==> src/rtl/ysyx_25020037_rd_arbiter_pkg.sv <==
// Shared constants and types for the two-master AXI4 read arbiter:
// AXI field widths, FSM state encoding and master indices.
package ysyx_25020037_pkg;

   localparam int AXI_AW     = 32;
   localparam int AXI_DW     = 32;
   localparam int AXI_IDW    = 4;
   localparam int AXI_LENW   = 8;
   localparam int AXI_SIZEW  = 3;
   localparam int AXI_BURSTW = 2;
   localparam int AXI_RESPW  = 2;

   typedef enum logic [1:0] {
      ARB_IDLE = 2'd0,
      ARB_ADDR = 2'd1,
      ARB_DATA = 2'd2
   } arb_state_e;

   localparam logic ARB_M_IFU = 1'b0;
   localparam logic ARB_M_LSU = 1'b1;

   // Routed payloads, packed so the steering muxes move whole beats at once.
   typedef struct packed {
      logic [AXI_AW-1:0]     addr;
      logic [AXI_IDW-1:0]    id;
      logic [AXI_LENW-1:0]   len;
      logic [AXI_SIZEW-1:0]  size;
      logic [AXI_BURSTW-1:0] burst;
   } ar_pld_t;

   typedef struct packed {
      logic [AXI_RESPW-1:0] resp;
      logic [AXI_DW-1:0]    data;
      logic                 last;
      logic [AXI_IDW-1:0]   id;
   } r_pld_t;

endpackage

==> src/rtl/ysyx_25020037_rd_arbiter_if.sv <==
// AXI4 read-channel bundle (AR + R). The master modport is the side that issues
// addresses; the slave modport is the side that answers with data.
interface ysyx_25020037_rd_arbiter_if;
   import ysyx_25020037_pkg::*;

   logic                  arvalid;
   logic                  arready;
   logic [AXI_AW-1:0]     araddr;
   logic [AXI_IDW-1:0]    arid;
   logic [AXI_LENW-1:0]   arlen;
   logic [AXI_SIZEW-1:0]  arsize;
   logic [AXI_BURSTW-1:0] arburst;
   logic                  rvalid;
   logic                  rready;
   logic [AXI_RESPW-1:0]  rresp;
   logic [AXI_DW-1:0]     rdata;
   logic                  rlast;
   logic [AXI_IDW-1:0]    rid;

   modport master (
      output arvalid, araddr, arid, arlen, arsize, arburst, rready,
      input  arready, rvalid, rresp, rdata, rlast, rid
   );

   modport slave (
      input  arvalid, araddr, arid, arlen, arsize, arburst, rready,
      output arready, rvalid, rresp, rdata, rlast, rid
   );

endinterface

==> src/rtl/ysyx_25020037_rd_arbiter_pick.sv <==
// Combinational grant picker: a lone request wins outright; a conflict goes to
// the master not served last (round-robin) or to the LSU (fixed priority).
module ysyx_25020037_arb_pick
   import ysyx_25020037_pkg::*;
(
   input  logic req0,
   input  logic req1,
   input  logic last,
   input  logic rr_en,
   output logic win
);

   always_comb begin
      win = ARB_M_IFU;
      if (req1 && !req0)
         win = ARB_M_LSU;
      else if (req0 && req1)
         win = rr_en ? ~last : ARB_M_LSU;
   end

endmodule

==> src/rtl/ysyx_25020037_rd_arbiter.sv <==
// Two-master AXI4 read arbiter (m0 = IFU, m1 = LSU) onto one downstream port.
// Define YSYX_25020037_ARB_RR_EN for round-robin; otherwise LSU has fixed priority.
module ysyx_25020037_rd_arbiter
   import ysyx_25020037_pkg::*;
(
   input  logic                          clk,
   input  logic                          rst,
   ysyx_25020037_rd_arbiter_if.slave     m0,
   ysyx_25020037_rd_arbiter_if.slave     m1,
   ysyx_25020037_rd_arbiter_if.master    s
);

   arb_state_e state, nxt;
   logic       grant;
   logic       last;
   logic       rr_en;
   logic       win;
   logic       any_req;
   logic       ar_hs;
   logic       r_done;

   ar_pld_t    m0_ar, m1_ar, s_ar;
   r_pld_t     s_r, m0_r, m1_r;

   logic       s_arvalid_w, s_rready_w;
   logic       m0_arready_w, m1_arready_w;
   logic       m0_rvalid_w, m1_rvalid_w;

   assign any_req = m0.arvalid | m1.arvalid;
   assign ar_hs   = s_arvalid_w & s.arready;
   assign r_done  = s.rvalid & s_rready_w & s.rlast;

`ifdef YSYX_25020037_ARB_RR_EN
   assign rr_en = 1'b1;

   // Remembers who finished most recently so the next conflict goes the other way.
   always_ff @(posedge clk or posedge rst) begin
      if (rst)
         last <= ARB_M_LSU;
      else if (state == ARB_DATA && r_done)
         last <= grant;
   end
`else
   assign rr_en = 1'b0;
   assign last  = ARB_M_LSU;
`endif

   ysyx_25020037_arb_pick u_pick (
      .req0  (m0.arvalid),
      .req1  (m1.arvalid),
      .last  (last),
      .rr_en (rr_en),
      .win   (win)
   );

   always_ff @(posedge clk or posedge rst) begin
      if (rst) begin
         state <= ARB_IDLE;
         grant <= ARB_M_IFU;
      end else begin
         state <= nxt;
         if (state == ARB_IDLE && any_req)
            grant <= win;
      end
   end

   // A master dropping arvalid in ADDR is an AXI violation; we simply wait.
   always_comb begin
      nxt = state;
      case (state)
         ARB_IDLE: if (any_req) nxt = ARB_ADDR;
         ARB_ADDR: if (ar_hs)   nxt = ARB_DATA;
         ARB_DATA: if (r_done)  nxt = ARB_IDLE;
         default:               nxt = ARB_IDLE;
      endcase
   end

   assign m0_ar = {m0.araddr, m0.arid, m0.arlen, m0.arsize, m0.arburst};
   assign m1_ar = {m1.araddr, m1.arid, m1.arlen, m1.arsize, m1.arburst};
   assign s_r   = {s.rresp, s.rdata, s.rlast, s.rid};

   always_comb begin
      s_arvalid_w  = 1'b0;
      s_ar         = '0;
      s_rready_w   = 1'b0;
      m0_arready_w = 1'b0;
      m1_arready_w = 1'b0;
      m0_rvalid_w  = 1'b0;
      m1_rvalid_w  = 1'b0;
      m0_r         = '0;
      m1_r         = '0;
      case (state)
         ARB_ADDR: begin
            if (grant == ARB_M_LSU) begin
               s_arvalid_w  = m1.arvalid;
               s_ar         = m1_ar;
               m1_arready_w = s.arready;
            end else begin
               s_arvalid_w  = m0.arvalid;
               s_ar         = m0_ar;
               m0_arready_w = s.arready;
            end
         end
         ARB_DATA: begin
            if (grant == ARB_M_LSU) begin
               s_rready_w  = m1.rready;
               m1_rvalid_w = s.rvalid;
               m1_r        = s_r;
            end else begin
               s_rready_w  = m0.rready;
               m0_rvalid_w = s.rvalid;
               m0_r        = s_r;
            end
         end
         default: ;
      endcase
   end

   assign s.arvalid = s_arvalid_w;
   assign {s.araddr, s.arid, s.arlen, s.arsize, s.arburst} = s_ar;
   assign s.rready  = s_rready_w;

   assign m0.arready = m0_arready_w;
   assign m1.arready = m1_arready_w;
   assign m0.rvalid  = m0_rvalid_w;
   assign m1.rvalid  = m1_rvalid_w;
   assign {m0.rresp, m0.rdata, m0.rlast, m0.rid} = m0_r;
   assign {m1.rresp, m1.rdata, m1.rlast, m1.rid} = m1_r;

endmodule

==> src/flat_wrapper.sv <==
// flat-port wrapper written by rule: the top's interface ports become plain ports
module ysyx_25020037_rd_arbiter_flat import ysyx_25020037_pkg::*;
  (clk, rst, m0_arvalid, m0_araddr, m0_arid, m0_arlen, m0_arsize, m0_arburst, m0_rready, m0_arready, m0_rvalid, m0_rresp, m0_rdata, m0_rlast, m0_rid, m1_arvalid, m1_araddr, m1_arid, m1_arlen, m1_arsize, m1_arburst, m1_rready, m1_arready, m1_rvalid, m1_rresp, m1_rdata, m1_rlast, m1_rid, s_arvalid, s_araddr, s_arid, s_arlen, s_arsize, s_arburst, s_rready, s_arready, s_rvalid, s_rresp, s_rdata, s_rlast, s_rid);
  ysyx_25020037_rd_arbiter_if m0_i ();
  ysyx_25020037_rd_arbiter_if m1_i ();
  ysyx_25020037_rd_arbiter_if s_i ();
  input  logic clk;
  input  logic rst;
  input wire logic [$bits(m0_i.arvalid)-1:0] m0_arvalid;
  input wire logic [$bits(m0_i.araddr)-1:0] m0_araddr;
  input wire logic [$bits(m0_i.arid)-1:0] m0_arid;
  input wire logic [$bits(m0_i.arlen)-1:0] m0_arlen;
  input wire logic [$bits(m0_i.arsize)-1:0] m0_arsize;
  input wire logic [$bits(m0_i.arburst)-1:0] m0_arburst;
  input wire logic [$bits(m0_i.rready)-1:0] m0_rready;
  output wire logic [$bits(m0_i.arready)-1:0] m0_arready;
  output wire logic [$bits(m0_i.rvalid)-1:0] m0_rvalid;
  output wire logic [$bits(m0_i.rresp)-1:0] m0_rresp;
  output wire logic [$bits(m0_i.rdata)-1:0] m0_rdata;
  output wire logic [$bits(m0_i.rlast)-1:0] m0_rlast;
  output wire logic [$bits(m0_i.rid)-1:0] m0_rid;
  input wire logic [$bits(m1_i.arvalid)-1:0] m1_arvalid;
  input wire logic [$bits(m1_i.araddr)-1:0] m1_araddr;
  input wire logic [$bits(m1_i.arid)-1:0] m1_arid;
  input wire logic [$bits(m1_i.arlen)-1:0] m1_arlen;
  input wire logic [$bits(m1_i.arsize)-1:0] m1_arsize;
  input wire logic [$bits(m1_i.arburst)-1:0] m1_arburst;
  input wire logic [$bits(m1_i.rready)-1:0] m1_rready;
  output wire logic [$bits(m1_i.arready)-1:0] m1_arready;
  output wire logic [$bits(m1_i.rvalid)-1:0] m1_rvalid;
  output wire logic [$bits(m1_i.rresp)-1:0] m1_rresp;
  output wire logic [$bits(m1_i.rdata)-1:0] m1_rdata;
  output wire logic [$bits(m1_i.rlast)-1:0] m1_rlast;
  output wire logic [$bits(m1_i.rid)-1:0] m1_rid;
  output wire logic [$bits(s_i.arvalid)-1:0] s_arvalid;
  output wire logic [$bits(s_i.araddr)-1:0] s_araddr;
  output wire logic [$bits(s_i.arid)-1:0] s_arid;
  output wire logic [$bits(s_i.arlen)-1:0] s_arlen;
  output wire logic [$bits(s_i.arsize)-1:0] s_arsize;
  output wire logic [$bits(s_i.arburst)-1:0] s_arburst;
  output wire logic [$bits(s_i.rready)-1:0] s_rready;
  input wire logic [$bits(s_i.arready)-1:0] s_arready;
  input wire logic [$bits(s_i.rvalid)-1:0] s_rvalid;
  input wire logic [$bits(s_i.rresp)-1:0] s_rresp;
  input wire logic [$bits(s_i.rdata)-1:0] s_rdata;
  input wire logic [$bits(s_i.rlast)-1:0] s_rlast;
  input wire logic [$bits(s_i.rid)-1:0] s_rid;
  assign m0_i.arvalid = m0_arvalid;
  assign m0_i.araddr = m0_araddr;
  assign m0_i.arid = m0_arid;
  assign m0_i.arlen = m0_arlen;
  assign m0_i.arsize = m0_arsize;
  assign m0_i.arburst = m0_arburst;
  assign m0_i.rready = m0_rready;
  assign m0_arready = m0_i.arready;
  assign m0_rvalid = m0_i.rvalid;
  assign m0_rresp = m0_i.rresp;
  assign m0_rdata = m0_i.rdata;
  assign m0_rlast = m0_i.rlast;
  assign m0_rid = m0_i.rid;
  assign m1_i.arvalid = m1_arvalid;
  assign m1_i.araddr = m1_araddr;
  assign m1_i.arid = m1_arid;
  assign m1_i.arlen = m1_arlen;
  assign m1_i.arsize = m1_arsize;
  assign m1_i.arburst = m1_arburst;
  assign m1_i.rready = m1_rready;
  assign m1_arready = m1_i.arready;
  assign m1_rvalid = m1_i.rvalid;
  assign m1_rresp = m1_i.rresp;
  assign m1_rdata = m1_i.rdata;
  assign m1_rlast = m1_i.rlast;
  assign m1_rid = m1_i.rid;
  assign s_arvalid = s_i.arvalid;
  assign s_araddr = s_i.araddr;
  assign s_arid = s_i.arid;
  assign s_arlen = s_i.arlen;
  assign s_arsize = s_i.arsize;
  assign s_arburst = s_i.arburst;
  assign s_rready = s_i.rready;
  assign s_i.arready = s_arready;
  assign s_i.rvalid = s_rvalid;
  assign s_i.rresp = s_rresp;
  assign s_i.rdata = s_rdata;
  assign s_i.rlast = s_rlast;
  assign s_i.rid = s_rid;
  ysyx_25020037_rd_arbiter u_core (.clk(clk), .rst(rst), .m0(m0_i), .m1(m1_i), .s(s_i));
endmodule
==> config.mk <==
export PLATFORM = sky130hd
export DESIGN_NAME = ysyx_25020037_rd_arbiter_flat
export DESIGN_NICKNAME = d
export VERILOG_FILES = /design/src/rtl/ysyx_25020037_rd_arbiter_pkg.sv /design/src/rtl/ysyx_25020037_rd_arbiter_if.sv /design/src/rtl/ysyx_25020037_rd_arbiter_pick.sv /design/src/rtl/ysyx_25020037_rd_arbiter.sv /design/src/flat_wrapper.sv
export SDC_FILE = /design/constraint.sdc
export NUM_CORES = 1
export LEC_CHECK = 0
export ABC_AREA = 0
export ABC_CLOCK_PERIOD_IN_PS = 3700
export CAP_MARGIN = 30
export CORE_AREA = 4 4 106 108
export DETAILED_ROUTE_END_ITERATION = 6
export DIE_AREA = 0 0 110 112
export GPL_ROUTABILITY_DRIVEN = 0
export GPL_TIMING_DRIVEN = 0
export PLACE_DENSITY_LB_ADDON = 0.1
export SYNTH_ARGS = -nofsm -noshare
export SYNTH_HDL_FRONTEND = slang
export SYNTH_SLANG_ARGS = --single-unit
==> constraint.sdc <==
create_clock -name clk -period 3.7 [get_ports clk]
set_input_delay 1.11 -clock clk [delete_from_list [all_inputs] [get_ports clk]]
set_output_delay 1.11 -clock clk [all_outputs]
set_load 0.03 [all_outputs]
Yosys cells after proc, flatten, opt, wreduce, memory -nomap -nowiden. Cells that the tools add are included.

Flip-flop bits (word level): 3. Bits of input ports: 145. Output and inout port bits: 133. Logic and storage cells: 41.

Equal/unequal tests: 5. Multiplexer cells: 24. Bitwise operators: 4. Reductions and logical operators: 6.

Operator list (number): $mux 39 (4); $mux 49 (2); $mux 1 (14); $mux 2 (3); $ne 2x1->1 const B (3); $pmux 2 s3 (1); $and 1x1->1 (3); $logic_and 1x1->1 (3); $reduce_and 3->1 (1); $eq 2x1->1 const B (1); $eq 2x2->1 const B (1); $logic_not 2->1 (1); $logic_not 1->1 (1); $or 1x1->1 (1).

Longest topological paths before layout. Gate-level depths: netlist of the first run.

Depth in word-level cells: 6. Depth in mapped cells: 5. Depth with buffers taken out: 3.

Cells and area by module. Synthesis of the first run repeated with hierarchy kept, for this count alone.

Cells, all modules: 226. Area total of the unflattened synthesis: 1602.8 um2.

By module, submodules not included: ysyx_25020037_rd_arbiter (times used 1, cells each 224, area each 1592.8 um2, seq. area each 75.1 um2); ysyx_25020037_arb_pick (times used 1, cells each 2, area each 10.0 um2, seq. area each 0.0 um2).

Worst setup path after synthesis of the first run. Ideal clock, no wire load.

Path type: in2out. Start: input s_arready. End: output m0_arready. Arrival time: 1.844 ns. Required time: 2.590 ns. Path slack: 0.746 ns. Stages: 2. Buffers on the path: 0. Cells stage by stage: nand2_1 > nor3_1.

Cells in the longest elaborated chain, start to end: 2.

Ends and longest elaborated chain: start: declaration (RTL line flat_wrapper.sv:42) `input wire logic [$bits(s_i.arready)-1:0] s_arready;`; $mux 1 (RTL line ysyx_25020037_rd_arbiter.sv:94) `if (grant == ARB_M_LSU) begin`; $mux 1 (RTL line ysyx_25020037_rd_arbiter.sv:92) `case (state)`; end: declaration (RTL line flat_wrapper.sv:16) `output wire logic [$bits(m0_i.arready)-1:0] m0_arready;`.

Every way passes these cells.

Final worst setup path of the first run. Same ends and word-level chain as after synthesis.

==> flow_summary.json, run 1 <==
{
  "htree_levels": 1,
  "dr.pass1.iters": 4,
  "setup_ws_ps": 51.80,
  "leakage_nw": 1.902,
  "finalHoldWorstSlack_ps": 591.6,
  "setup_tns_ps": 0,
  "ys_seq_area_share_pct": 5.106,
  "cp_top_family": "buffers and inverters",
  "status": "completed",
  "critPathBufInv": 2,
  "ant_nets": 0,
  "tritoncts": "yes",
  "drt_iter0_drc": 73,
  "seqCellArea_sq_um": 75.07,
  "synth.net_count": 369,
  "clk_latency_ps": 220,
  "routed_wl_um": 9569,
  "clock-root-buffer": "clkbuf_8",
  "powerDensity_nw_per_um2": 589.3,
  "timing_worst_setup_path_type": "in2out",
  "path_clk_slew_ps": 30,
  "ys_top_cells_by_area": "mux2i_1 35%, and2_1 34%, nor2_1 14%",
  "hold_buffers": 0,
  "crit_top_cell": "clkdlybuf4s50_1",
  "cts.sinks": 3,
  "dieArea_sq_um": 12320,
  "cp-start-kind": "input port",
  "ys_ff_latch": 3,
  "detailedPlace.worstSlack_ps": 23.16,
  "synth_top_area_share_pct": 34.72,
  "syn-cell-area_sq_um": 1470,
  "yosys_warnings": 0,
  "required_ps": 2590,
  "syn-instance-count": 224,
  "slew_violations": 0,
  "ir_drop_v": 0.0003461,
  "fill_cells": 1044,
  "clk_path_buf_depth": 2,
  "drt-vias-per-instance": 3.995,
  "worst_pin_slew_ps": 373.1,
  "initial_core_util_pct": 14.37,
  "setup_violations": 0,
  "grt_pass1_wl_um": 13770,
  "numPortBuffers": 277,
  "synth_area_per_cell_sq_um": 6.563,
  "drive_above_1_share_pct": 4.554,
  "cp_slowest_cell": "clkdlybuf4s50_1",
  "fin_nets": 651,
  "cp-end-kind": "output port",
  "antenna_found_initial": 0,
  "wl_per_cell_um": 14.93,
  "fin_total_pwr_w": 0.002630,
  "gr-usage-all-layers_pct": 14.16,
  "cts_setup_buffers": 0,
  "grt_max_degree": 11,
  "hold_class": "reg2reg",
  "multiInputGateArea_sq_um": 1286,
  "num_antenna_cells": 0,
  "layout_min_cycle_time_ps": 3648,
  "placedCellCount": 637,
  "skew_ps": 1.338,
  "netlist-cell-type-count": 16,
  "synthToLayoutAreaGrowth_pct": 203.6,
  "arrival_ps": 2540,
  "max_slew_margin_pct": 75.05,
  "pin_count": 278,
  "core_area_sq_um": 10230,
  "finalHoldViolCount": 0,
  "rsz0062_at_grt": "false",
  "detailed_place_hpwl_um": 8663,
  "crit_chain": "clkdlybuf4s50_1 > nand2_1 > nor3_1 > clkdlybuf4s50_1",
  "grt_pass1_vias": 2547,
  "max_freq_mhz": 274.1,
  "row_count": 37,
  "synth_area_leader_cell": "mux2i_1",
  "timing.final.crit_share_pct": 98.60,
  "detailroute.via_count": 2561,
  "numCtsBuffers": 3,
  "drc_errors": 0,
  "cap_viol_max_count": 0,
  "cpPeakStageDelay_ps": 710,
  "grt_overflow": 0,
  "instances_no_fill": 641,
  "crit_fanout": 4,
  "dieHeight_um": 112,
  "die_x_um": 110
}
==> stage by stage <==
step	utilization (%)	instance area, sq um
after global routing	43.62	4463
final	43.62	4463
after floorplan	-	1470
after CTS	43.57	4458
after detailed placement	43.13	4413
after global placement	43.13	4413
==> power breakdown <==
part           switching (W)   total, W  internal (W)
clock network      0.0000230  0.0000966     0.0000736
logic                0.00140    0.00247       0.00106
registers          0.0000182  0.0000676     0.0000494
total                0.00145    0.00263       0.00118
==> cell families (layout without fill, tap and decap cells) <==
family / Yosys count / in the layout / synth area share (%)
simple gates: 146 / 146 / 51.83
mux: 51 / 51 / 34.72
buf+inv: 22 / 303 / 7.404
flops: 3 / 3 / 5.106
compound gates: 2 / 2 / 0.9360
==> routing by layer <==
metal,GRT usage [%],part of all wire [%],wire length [um],vias up
li1,-,-,-,1284
met4,3.990,2.0,193,0
met2,28.11,54,5156,145
met5,0,0,0,-
met1,13.41,33,3197,1117
met3,4.464,11,1021,15
==> what timing repair did <==
item                                    in CTS  in global routing
gates resized for setup                      0                  2
hold endpoints to repair                     0                  0
endpoints found under the setup margin       0                  2
==> cells in the mapped netlist <==
master and number:
a21oi_1 1, a22o_1 1, and2_1 80, buf_2 18, buf_4 1, clkbuf_1 1
dfrtp_1 3, inv_1 1, inv_2 1, mux2i_1 51, nand2_1 2, nand2b_1 2
nand3_1 1, nor2_1 56, nor3_1 4, or3_1 1
==> path summary, 6_finish.rpt <==
check | from | cells past startpoint | to | slack (ps)
max | s_arready | 4 | m0_arready | 50
min | u_core.state[1] | 1 | u_core.state[0] | 590
max reg2reg | u_core.grant | 4 | u_core.state[1] | 2460
min reg2reg | u_core.state[1] | 1 | u_core.state[0] | 590
max in group asynchronous | rst | 2 | u_core.state[0] | 2510
min in group asynchronous | rst | 2 | u_core.state[1] | 1060
==> state kept, by name, indices dropped and copies added, names as in the netlist <==
register and flops:
u_core.state 2, u_core.grant 1
==> layout by cell type (no fill, tap or decap) <==
cell / count
a21oi_1: 1
a22o_1: 1
and2_1: 80
buf_2: 18
buf_4: 1
clkbuf_1: 2
clkbuf_8: 3
clkdlybuf4s50_1: 275
dfrtp_1: 3
dlymetal6s2s_1: 2
inv_1: 1
inv_2: 1
mux2i_1: 51
nand2_1: 2
nand2b_1: 2
nand3_1: 1
nor2_1: 56
nor3_1: 4
or3_1: 1
==> layout make-up <==
| cell class | count | area share, % |
|---|---|---|
| multi-input combinational | 199 | 28.82 |
| timing repair buffer | 277 | 62.24 |
| inverter | 2 | 0.1682 |
| tap | 136 | 3.813 |
| clock buffer | 4 | 1.009 |
| sequential | 3 | 1.682 |
| buffer | 20 | 2.271 |
Power figures use the tool's default switching activity.
==> run 2, diff against run 1 <==
ABC_CLOCK_PERIOD_IN_PS = not set   (was 3700)
==> results of run 2 <==
The final DEF is identical to that of run 1; final timing and power are the same.
==> run 3, diff against run 2 <==
CTS_BUF_LIST = sky130_fd_sc_hd__clkbuf_2 sky130_fd_sc_hd__clkbuf_4 sky130_fd_sc_hd__clkbuf_8   (was not set)
SYNTH_HIERARCHICAL = 1   (was not set)
==> flow_summary.json, run 3 <==
{
  "rsz0062_at_grt": "false",
  "drt-vias-per-instance": 3.980,
  "largestRegisters": "u_core/state: 2 flops, u_core/grant: 1 flops",
  "setup_violations": 0,
  "cts_setup_buffers": 0,
  "grt_pass1_vias": 2557,
  "initial_core_util_pct": 15.67,
  "synth_area_leader_cell": "and2_1",
  "cp_top_family": "buffers and inverters",
  "drt_iter0_drc": 62,
  "yosys_most_used_dff": "dfrtp_1",
  "dr.pass1.iters": 4,
  "fin_total_pwr_w": 0.002631,
  "synth_top_family_by_area": "simple AND/OR/NAND/NOR gates",
  "post_cts_resized": 1,
  "tritoncts": "yes",
  "drive_above_1_share_pct": 5.917,
  "ant_nets": 0,
  "clk_latency_ps": 210,
  "row_count": 37,
  "htree_levels": 1,
  "ys_seq_area_share_pct": 4.684,
  "drc_errors": 0,
  "synth_compound_area_share_pct": 1.639,
  "hold_buffers": 0,
  "die_x_um": 110,
  "clk_path_buf_depth": 2,
  "finalHoldViolCount": 0,
  "setup_tns_ps": 0,
  "critPathBufInv": 2,
  "cap_viol_max_count": 0,
  "clock-root-buffer": "clkbuf_8",
  "grt_max_degree": 11,
  "synth_most_common_cell": "and2_1",
  "slew_violations": 0,
  "crit_chain": "clkdlybuf4s50_1 > and3_1 > clkdlybuf4s50_1",
  "ys_top_cells_by_count": "81 x and2_1, 52 x nor2_1, 50 x mux2i_1",
  "grt_overflow": 0,
  "cp-end-kind": "output port",
  "required_ps": 2590,
  "synth_xor_area_share_pct": 0,
  "cp-start-kind": "input port",
  "detailroute.via_count": 2559,
  "cts.sinks": 3,
  "wl_per_cell_um": 14.35,
  "antenna_found_initial": 0,
  "synthToLayoutAreaGrowth_pct": 186.6,
  "ys_top_cells_by_area": "and2_1 32%, mux2i_1 31%, nor2_1 12%",
  "detailed_place_hpwl_um": 8343,
  "numPortBuffers": 277,
  "synth_area_per_cell_sq_um": 7.092,
  "r2r_cells": 3,
  "skew_ps": 0.4724,
  "layout_min_cycle_time_ps": 3595,
  "syn-cell-area_sq_um": 1603,
  "synthSimpleGateAreaFrac_pct": 49.26,
  "core_area_sq_um": 10230,
  "cpPeakStageDelay_ps": 670,
  "top_register": "u_core/state",
  "min_path_cells": 1,
  "cp.depth": 3,
  "powerDensity_nw_per_um2": 572.9,
  "leakage_nw": 1.882,
  "largest_reg_flops": 2,
  "synth-edff-count": 0,
  "final_cell_mix": "276 x clkdlybuf4s50_1, 81 x and2_1, 52 x nor2_1",
  "hold_class": "reg2reg",
  "dieHeight_um": 112,
  "timing_worst_setup_path_type": "in2out",
  "numCtsBuffers": 3,
  "pin_count": 278,
  "synth_top_area_share_pct": 31.62,
  "timing.final.crit_share_pct": 97.15,
  "num_antenna_cells": 0,
  "ir_drop_v": 0.0003784,
  "crit_fanout": 4,
  "gr-usage-all-layers_pct": 13.51,
  "max_freq_mhz": 278.2,
  "grt_pass1_wl_um": 13260,
  "path_clk_slew_ps": 30,
  "yosys.area_share.adder_pct": 0,
  "ys_ff_latch": 3,
  "fin_nets": 653,
  "netlist-cell-type-count": 21,
  "synthMuxAreaShare_pct": 32.86,
  "crit_top_cell": "clkdlybuf4s50_1",
  "yosys_warnings": 6,
  "async_reset_ff_share_pct": 100.0,
  "final_common_cell": "clkdlybuf4s50_1",
  "syn-instance-count": 226,
  "dieArea_sq_um": 12320,
  "synth.net_count": 371,
  "cp_slowest_cell": "clkdlybuf4s50_1",
  "routed_wl_um": 9229,
  "status": "completed",
  "arrival_ps": 2480
}
==> run 3: changes by cell type in the layout (fill, tap and decap cells not counted), sizes merged, moves of 2 or more <==
cell / change
and3: +2
conb: +2
dlymetal6s2s: -2
mux2: +2
nor2: -2
nor3: -2
==> run 3: path summary, 6_finish.rpt <==
path                                 start               to  slack, ps
min in group asynchronous              rst  u_core/state[1]       1070
setup / recovery                 s_arready       m0_arready        110
setup reg to reg              u_core/grant  u_core/state[0]       2510
hold reg to reg            u_core/state[1]  u_core/state[0]        580
hold / removal             u_core/state[1]  u_core/state[0]        580
max in group asynchronous              rst     u_core/grant       2510
==> run 3: power breakdown <==
part	switching, W	internal, W	total [W]	leakage, nW
logic	0.00137	0.00109	0.00246	1.82
registers	0.0000243	0.0000487	0.0000730	0.0362
clock network	0.0000205	0.0000807	0.000101	0.0262
==> run 3: cell families (layout without fill, tap and decap cells) <==
logic type | Yosys count | count (layout)
simple gates | 144 | 144
buf+inv | 22 | 303
other cells | 2 | 2
flops | 3 | 3
compound gates | 3 | 3
mux | 52 | 52
==> run 3: layout make-up <==
class	instances	area [sq um]
Fill cell	1028	5638
Timing Repair Buffer	277	2771
Multi-Input combinational cell	201	1350
Tap cell	136	170.2
Buffer	19	166.4
Sequential cell	3	75.07
Clock buffer	4	48.80
Inverter	3	11.26
==> run 3: through the flow <==
stage | hold slack (ps) | util, % | cells | setup WS [ps] | cell area [sq um]
4_1_cts | 585.5 | 44.89 | 643 | 90.40 | 4593
6_report | 579.6 | 44.89 | 643 | 105.3 | 4593
5_1_grt | 608.9 | 44.89 | 643 | 37.54 | 4593
3_3_place_gp | 585.3 | 44.43 | 639 | -23.78 | 4546
3_5_place_dp | 579.9 | 44.43 | 639 | -35.22 | 4546
2_1_floorplan | 525.6 | - | 226 | 976.2 | 1603
==> run 3: layer usage <==
layer  track usage (%)  routed length (um)
met5                 0                   0
met4             2.743                 125
met3             4.986                1257
met2             26.62                4810
met1             12.96                3035
